===== src/rtl/mem_arbiter_if.sv =====
// Request/response and memory-side signals of mem_arbiter, bundled for port connection.
// slave: arbiter side; master: requesters plus memory model side.
interface mem_arbiter_if #(
    parameter int unsigned W = 32,
    parameter int unsigned A = 12
);
    logic         req0;
    logic         we0;
    logic [A-1:0] addr0;
    logic [W-1:0] wdata0;
    logic [W-1:0] rdata0;
    logic         ack0;

    logic         req1;
    logic         we1;
    logic [A-1:0] addr1;
    logic [W-1:0] wdata1;
    logic [W-1:0] rdata1;
    logic         ack1;

    logic [A-1:0] mem_addr;
    logic         mem_write;
    logic [W-1:0] mem_wdata;
    logic [W-1:0] mem_rdata;
    logic         busy;

    modport slave (
        input  req0, we0, addr0, wdata0,
        output rdata0, ack0,
        input  req1, we1, addr1, wdata1,
        output rdata1, ack1,
        output mem_addr, mem_write, mem_wdata,
        input  mem_rdata,
        output busy
    );

    modport master (
        output req0, we0, addr0, wdata0,
        input  rdata0, ack0,
        output req1, we1, addr1, wdata1,
        input  rdata1, ack1,
        input  mem_addr, mem_write, mem_wdata,
        output mem_rdata,
        input  busy
    );
endinterface


===== src/rtl/mem_arbiter.sv =====
// Two-port round-robin arbiter/sequencer for a single-port memory with LAT-cycle accesses.
// Define MEM_ARB_FIXED_PRIO_EN to make port 0 always win simultaneous requests.
module mem_arbiter #(
    parameter int unsigned W   = 32,
    parameter int unsigned A   = 12,
    parameter int unsigned LAT = 1
) (
    input logic             clk,
    input logic             rst_n,
    mem_arbiter_if.slave    bus
);

    if (LAT < 1 || LAT > 15) begin : g_lat_check
        $error("mem_arbiter: LAT must be in 1..15");
    end

    localparam logic [3:0] CountInit = 4'(LAT - 1);

    typedef enum logic [1:0] {StIdle, StAccess, StResp} state_t;

    state_t     state;
    logic [3:0] count;
    logic       port_q;
    logic       we_q;
`ifndef MEM_ARB_FIXED_PRIO_EN
    logic       rr_ptr;
`endif

    logic         gnt_any;
    logic         gnt_port;
    logic         sel_we;
    logic [A-1:0] sel_addr;
    logic [W-1:0] sel_wdata;

    always_comb begin
        gnt_any = bus.req0 | bus.req1;
`ifdef MEM_ARB_FIXED_PRIO_EN
        gnt_port = ~bus.req0;
`else
        gnt_port = bus.req1 & (~bus.req0 | rr_ptr);
`endif
        sel_we    = gnt_port ? bus.we1    : bus.we0;
        sel_addr  = gnt_port ? bus.addr1  : bus.addr0;
        sel_wdata = gnt_port ? bus.wdata1 : bus.wdata0;
    end

    // All outputs are registered; mem_write is set one edge ahead of the final ACCESS cycle.
    always_ff @(posedge clk or negedge rst_n) begin
        if (!rst_n) begin
            state         <= StIdle;
            count         <= '0;
            port_q        <= 1'b0;
            we_q          <= 1'b0;
`ifndef MEM_ARB_FIXED_PRIO_EN
            rr_ptr        <= 1'b0;
`endif
            bus.mem_addr  <= '0;
            bus.mem_write <= 1'b0;
            bus.mem_wdata <= '0;
            bus.rdata0    <= '0;
            bus.rdata1    <= '0;
            bus.ack0      <= 1'b0;
            bus.ack1      <= 1'b0;
            bus.busy      <= 1'b0;
        end else begin
            case (state)
                StIdle: begin
                    if (gnt_any) begin
                        port_q        <= gnt_port;
                        we_q          <= sel_we;
                        bus.mem_addr  <= sel_addr;
                        bus.mem_wdata <= sel_wdata;
                        count         <= CountInit;
                        bus.mem_write <= (LAT == 1) && sel_we;
                        bus.busy      <= 1'b1;
                        state         <= StAccess;
                    end
                end
                StAccess: begin
                    if (count == 4'd0) begin
                        // Memory writes at this edge, so the read still sees the old word.
                        bus.mem_write <= 1'b0;
                        if (port_q) begin
                            bus.rdata1 <= bus.mem_rdata;
                            bus.ack1   <= 1'b1;
                        end else begin
                            bus.rdata0 <= bus.mem_rdata;
                            bus.ack0   <= 1'b1;
                        end
                        state <= StResp;
                    end else begin
                        count         <= count - 4'd1;
                        bus.mem_write <= we_q && (count == 4'd1);
                    end
                end
                StResp: begin
                    bus.ack0 <= 1'b0;
                    bus.ack1 <= 1'b0;
`ifndef MEM_ARB_FIXED_PRIO_EN
                    rr_ptr   <= ~port_q;
`endif
                    bus.busy <= 1'b0;
                    state    <= StIdle;
                end
                default: state <= StIdle;
            endcase
        end
    end

endmodule

===== src/flat_wrapper.sv =====
// flat-port wrapper written by rule: the top's interface ports become plain ports
module mem_arbiter_flat 
#(
    parameter int unsigned W   = 32,
    parameter int unsigned A   = 12,
    parameter int unsigned LAT = 1
)
  (clk, rst_n, bus_req0, bus_we0, bus_addr0, bus_wdata0, bus_rdata0, bus_ack0, bus_req1, bus_we1, bus_addr1, bus_wdata1, bus_rdata1, bus_ack1, bus_mem_addr, bus_mem_write, bus_mem_wdata, bus_mem_rdata, bus_busy);
  mem_arbiter_if #(.W(W), .A(A)) bus_i ();
  input logic clk;
  input logic rst_n;
  input wire logic [$bits(bus_i.req0)-1:0] bus_req0;
  input wire logic [$bits(bus_i.we0)-1:0] bus_we0;
  input wire logic [$bits(bus_i.addr0)-1:0] bus_addr0;
  input wire logic [$bits(bus_i.wdata0)-1:0] bus_wdata0;
  output wire logic [$bits(bus_i.rdata0)-1:0] bus_rdata0;
  output wire logic [$bits(bus_i.ack0)-1:0] bus_ack0;
  input wire logic [$bits(bus_i.req1)-1:0] bus_req1;
  input wire logic [$bits(bus_i.we1)-1:0] bus_we1;
  input wire logic [$bits(bus_i.addr1)-1:0] bus_addr1;
  input wire logic [$bits(bus_i.wdata1)-1:0] bus_wdata1;
  output wire logic [$bits(bus_i.rdata1)-1:0] bus_rdata1;
  output wire logic [$bits(bus_i.ack1)-1:0] bus_ack1;
  output wire logic [$bits(bus_i.mem_addr)-1:0] bus_mem_addr;
  output wire logic [$bits(bus_i.mem_write)-1:0] bus_mem_write;
  output wire logic [$bits(bus_i.mem_wdata)-1:0] bus_mem_wdata;
  input wire logic [$bits(bus_i.mem_rdata)-1:0] bus_mem_rdata;
  output wire logic [$bits(bus_i.busy)-1:0] bus_busy;
  assign bus_i.req0 = bus_req0;
  assign bus_i.we0 = bus_we0;
  assign bus_i.addr0 = bus_addr0;
  assign bus_i.wdata0 = bus_wdata0;
  assign bus_rdata0 = bus_i.rdata0;
  assign bus_ack0 = bus_i.ack0;
  assign bus_i.req1 = bus_req1;
  assign bus_i.we1 = bus_we1;
  assign bus_i.addr1 = bus_addr1;
  assign bus_i.wdata1 = bus_wdata1;
  assign bus_rdata1 = bus_i.rdata1;
  assign bus_ack1 = bus_i.ack1;
  assign bus_mem_addr = bus_i.mem_addr;
  assign bus_mem_write = bus_i.mem_write;
  assign bus_mem_wdata = bus_i.mem_wdata;
  assign bus_i.mem_rdata = bus_mem_rdata;
  assign bus_busy = bus_i.busy;
  mem_arbiter #(.W(W), .A(A), .LAT(LAT)) u_core (.clk(clk), .rst_n(rst_n), .bus(bus_i));
endmodule

===== config.mk =====
export PLATFORM = sky130hd
export DESIGN_NAME = mem_arbiter_flat
export DESIGN_NICKNAME = d
export VERILOG_FILES = /design/src/rtl/mem_arbiter_if.sv /design/src/rtl/mem_arbiter.sv /design/src/flat_wrapper.sv
export SDC_FILE = /design/constraint.sdc
export NUM_CORES = 1
export LEC_CHECK = 0
export CORE_UTILIZATION = 45
export DETAILED_ROUTE_END_ITERATION = 8
export PLACE_DENSITY = 0.85
export SLEW_MARGIN = 20
export SYNTH_ARGS = -nofsm -noshare
export SYNTH_HDL_FRONTEND = slang
export SYNTH_SLANG_ARGS = --single-unit
export TNS_END_PERCENT = 10

===== constraint.sdc =====
create_clock -name clk -period 3.9 [get_ports clk]
set_clock_uncertainty 0.2 [all_clocks]
set_input_delay 0.39 -clock clk [delete_from_list [all_inputs] [get_ports clk]]
set_output_delay 0.39 -clock clk [all_outputs]
set_load 0.1 [all_outputs]

# == Yosys cells after proc, flatten, opt, wreduce, memory -nomap -nowiden ==
# Index checks and enable logic that the tools add are counted.
# word_totals
ff_bits,121
input_bits,126
output_inout_bits,112
elab_cells,62
# classes
add_sub_neg,1
n_eq_ne,8
n_mux,20
bitwise,5
n_reduce_logical,15
# ops
cell,n
2-to-1 mux 32 bit,1
AND reduction 3 bit,5
2-to-1 mux 12 bit,1
2-to-1 mux 1 bit,8
2-to-1 mux 4 bit,2
one-hot mux 1 bit (2 select lines),4
one-hot mux 4 bit (2 select lines),1
AND reduction 2 bit,4
!= test 2 x 1 -> 1 bit (second input constant),3
nonzero test 2 bit,3
== test 4 x 1 -> 1 bit (second input constant),1
logical NOT 4 bit,1
2-to-1 mux 2 bit,2
!= test 2 bit (second input constant),2
one-hot mux 2 bit (2 select lines),1
subtractor 4 x 1 -> 4 bit (second input constant),1
== test 2 x 1 -> 1 bit (second input constant),1
== test 2 bit (second input constant),1
logical NOT 2 bit,1
NOT 1 bit,2
OR 1 bit,2
AND 1 bit,1
logical AND 1 bit,1

# == Depth between registers and ports, before layout ==
# logic_depth
word_depth,6
depth_mapped,6
ltp_nobuf,5

# == Worst setup path after synthesis ==
# OpenSTA, ideal clock, no wires.
# synth_path
kind,register to register
start,register u_core.count[0]
end,register u_core.bus.rdata0[10]
arrival_time_ns,1.622
required_ns,3.575
slack_ns,1.952
stages_incl_launch_ff,7
path_buffers,1
period_less_slack_ns,1.948
path_cell_list,dfrtp_1 > inv_1 > ha_1 > nand2b_1 > nor4_4 > buf_6 > mux2_2
# synth_via
elab_chain_cells,2
# synth_lines
element,line,text
start: declaration,mem_arbiter.sv:22,logic [3:0] count;
start signal: assignment,mem_arbiter.sv:73,count <= CountInit;
start signal: assignment,mem_arbiter.sv:92,count <= count - 4'd1;
logical NOT 4 bit,mem_arbiter.sv:80,if (count == 4'd0) begin
AND reduction 3 bit (no source line),n/a,
end signal: assignment,mem_arbiter.sv:87,bus.rdata0 <= bus.mem_rdata;
end: declaration,mem_arbiter_if.sv:29,"output rdata0, ack0,"
# Every way passes these cells.
# A chain may end at the register's enable or synchronous reset.

# == Worst setup path after layout ==
# layout_path
start,register u_core.bus.mem_wdata[21]
end,output bus_mem_wdata[21]
# layout_rtl
element,line,text
start: declaration,mem_arbiter_if.sv:32,"output mem_addr, mem_write, mem_wdata,"
start signal: assignment,mem_arbiter.sv:72,bus.mem_wdata <= sel_wdata;
end: declaration,flat_wrapper.sv:26,output wire logic [$bits(bus_i.mem_wdata)-1:0] bus_mem_wdata;
# No word-level cell between the ends.

==> results.toml <==
[run_status]
status = "complete, but fails checks"
violations = "design-rule violations"

[clocking]
clk_pin_slew_worst_paths_ns = 0.05
cts_tree = "yes"
htree_num_levels = 4
cts_root_buf = "clkbuf_16"
cts_buffers = 17
post_cts_buffers = 0
cts.sinks = 121
clock_latency_ns = 0.39
clockBufferDepth = 2

[drt]
firstDrtPassIters = 7
wl_met2_um = 7344
highest_layer = "met4"
wl_per_cell_um = 18.01
m1WireLength_um = 6010
wirelength_um = 14980
wl_met3_um = 1420
viasPerCell = 5.581
drt_iter0_markers = 320
antenna_left = 0
vias = 4643
drc = 40

[grt]
overflow = 0
grt_pass1_vias = 4734
antenna_found_initial = 0
grt_max_degree = 85
grt_util_all_layers_pct = 25.32
grt_pass1_wl_um = 24490

[synthesis]
synth-edff-count = 0
ys_seq_elements = 121
synth.most_common_cell = "dfrtp_1"
syn_nets = 585
yosysSeqAreaShare_pct = 56.58
synth_common_cells = "dfrtp_1, mux2_2, a21oi_1"
async_flop_share_pct = 100.0
avgSynthCellArea_um2 = 11.74
synth_area_mm2 = 0.005351
yosys_warnings = 0
syn_inst = 456
synth_top_cell_by_area = "dfrtp_1"
synth-main-ff-cell = "dfrtp_1"
yosys.area.top_type_share_pct = 56.58
ys_types = 36
synth_top_cells_by_area = "dfrtp_1, mux2_2, nand3b_1"

[worst_setup_path]
worstPathArrival_ns = 1.94
path_cells = "clkdlybuf4s50_1"
r2r_cells = 4
slowest_delay_ns = 1.18
cp_max_fo = 2
critPathSlowestCell = "clkdlybuf4s50_1"
cp_data_required_time_ns = 3.31
cp-start-kind = "flop"
r2r_start = "u_core.state[1]$_DFFE_PN0P_"
critical_path_buf_inv_count = 1
crit_family = "buffers and inverters"
r2r-end = "u_core.bus.rdata0[16]$_DFFE_PN0P_"
crit_cells = 1
end_kind = "primary output"
crit_type = "reg -> out"
reg2reg_setup_slack_ns = 1.65

[timing]
final_max_slew_viol_count = 0
rsz0062_at_grt = "false"
hold_viol_final = 0
worst_slack_ns = 1.373
fmax_mhz = 395.8
final.setup.tns_ns = 0
finalCritPeriodShare_pct = 64.79
setup_viol_count_final = 0
tightest_slew_ns = 1.047
slew_headroom_pct = 29.96
finalCriticalPeriod_ns = 2.527

[flow_run]
cap_violations = 0

[cells_and_area]
drive_gt1_share_pct = 15.67
nets = 808
area_delta_synth_final_pct = 56.44
antenna_cells = 0
nFillCells = 780

[min_path]
hold_depth = 2
min-delay-start = "u_core.bus.busy$_DFFE_PN0P_"
min_to = "u_core.bus.busy$_DFFE_PN0P_"
holdCritPathClass = "reg -> reg"

[floorplanning]
start_util_pct = 46.47
ios = 238
die_area_mm2 = 0.01233
rows = 39
fp.dieH_um = 111.1
coreArea_mm2 = 0.01152
fp.dieW_um = 111.1

[placement]
finalWeightedCongestion = 0.8136
port-buffer-count = 237
pre_cts_ws_ns = 1.236
dp_hpwl_um = 10100
-- state kept, by name, indices dropped and copies added (netlist names) --
register              cells
u_core.bus.ack0           1
u_core.rr_ptr             1
u_core.bus.busy           1
u_core.port_q             1
u_core.count              4
u_core.bus.rdata1        32
u_core.bus.rdata0        32
u_core.bus.mem_addr      12
u_core.bus.mem_wdata     32
u_core.state              2
u_core.we_q               1
u_core.bus.ack1           1
u_core.bus.mem_write      1
-- per-stage QoR --
step,std cells,hold slack [ns],cell area [µm²],utilization [%]
final,832,0.2798,8372,72.70
after global routing,832,0.2986,8372,72.70
after CTS,831,0.007496,8358,72.58
after detailed placement,802,0.2735,7776,67.53
after global placement,802,0.2704,7776,67.53
after floorplan,456,-0.1056,5351,-
-- placed cells by master, fill, tap and decap left out, types with 2 or more instances in the layout --
master,netlist,routed
nand4b_1,2,2
dfrtp_1,121,121
clkinvlp_4,0,2
buf_4,0,8
nand2b_1,2,2
nor3_1,2,2
o21ai_1,5,5
bufinv_16,0,3
nand2_1,4,4
or2_2,2,2
mux2_1,3,3
a21oi_1,47,47
clkinv_2,0,4
clkdlybuf4s50_1,0,235
ha_1,3,3
clkbuf_16,0,17
a31oi_1,45,45
inv_1,6,5
clkbuf_8,0,2
o21ai_0,42,42
nor3b_1,2,2
and2_1,2,2
mux2_2,63,63
nand3b_1,45,45
nor2_1,4,3
-- cell families after synthesis --
kind of cell / Yosys count / synth area share, %
AOI/OAI and AO/OA: 147 / 15.29
DFF: 121 / 56.58
and+or+nand+nor: 71 / 9.493
muxes: 66 / 13.89
buffers and inverters: 48 / 4.045
adders and majority gates: 3 / 0.7015
-- timing repair --
item,CTS,global route
resized for setup,0,0
hold buffers,0,1
endpoints found under the hold margin,0,82
-- routing by layer --
| metal | global-route usage, % | vias up |
|---|---|---|
| li1 | - | 2125 |
| met1 | 31.68 | 2265 |
| met2 | 41.64 | 237 |
| met3 | 8.748 | 16 |
| met4 | 7.297 | 0 |
| met5 | 0 | - |
-- worst max-delay path by stage --
| stage | from | endpoint | slack (ns) |
|---|---|---|---|
| after detailed placement | bus_req1 | u_core.bus.mem_wdata[23]$_DFFE_PN0P_ | 1.24 |
| final | u_core.bus.mem_wdata[21]$_DFFE_PN0P_ | bus_mem_wdata[21] | 1.37 |
| after global routing | u_core.bus.mem_wdata[31]$_DFFE_PN0P_ | bus_mem_wdata[31] | 1.31 |
| after floorplan | u_core.count[0]$_DFFE_PN0P_ | u_core.bus.rdata0[10]$_DFFE_PN0P_ | 1.95 |
| after CTS | u_core.bus.mem_wdata[31]$_DFFE_PN0P_ | bus_mem_wdata[31] | 1.34 |
| after global placement | bus_req1 | u_core.bus.mem_wdata[16]$_DFFE_PN0P_ | 1.19 |
-- worst min-delay path: stages (launching register included) --
cell and delay (ns):
dfrtp_1 0.34, nand2_1 0.05, nand2_1 0.05
-- layout make-up --
| cell class | count | area [µm²] | area share [%] |
|---|---|---|---|
| inverters | 6 | 22.52 | 0.2690 |
| well taps | 143 | 178.9 | 2.137 |
| clock buffers | 20 | 456.7 | 5.455 |
| multi-input cells | 287 | 2122 | 25.35 |
| clock inverters | 9 | 125.1 | 1.495 |
| repair buffers | 246 | 2439 | 29.13 |
| flip-flops and latches | 121 | 3028 | 36.17 |
Power is not shown: default switching activity piles up to over one toggle a cycle in this logic, so the estimate is an artifact.
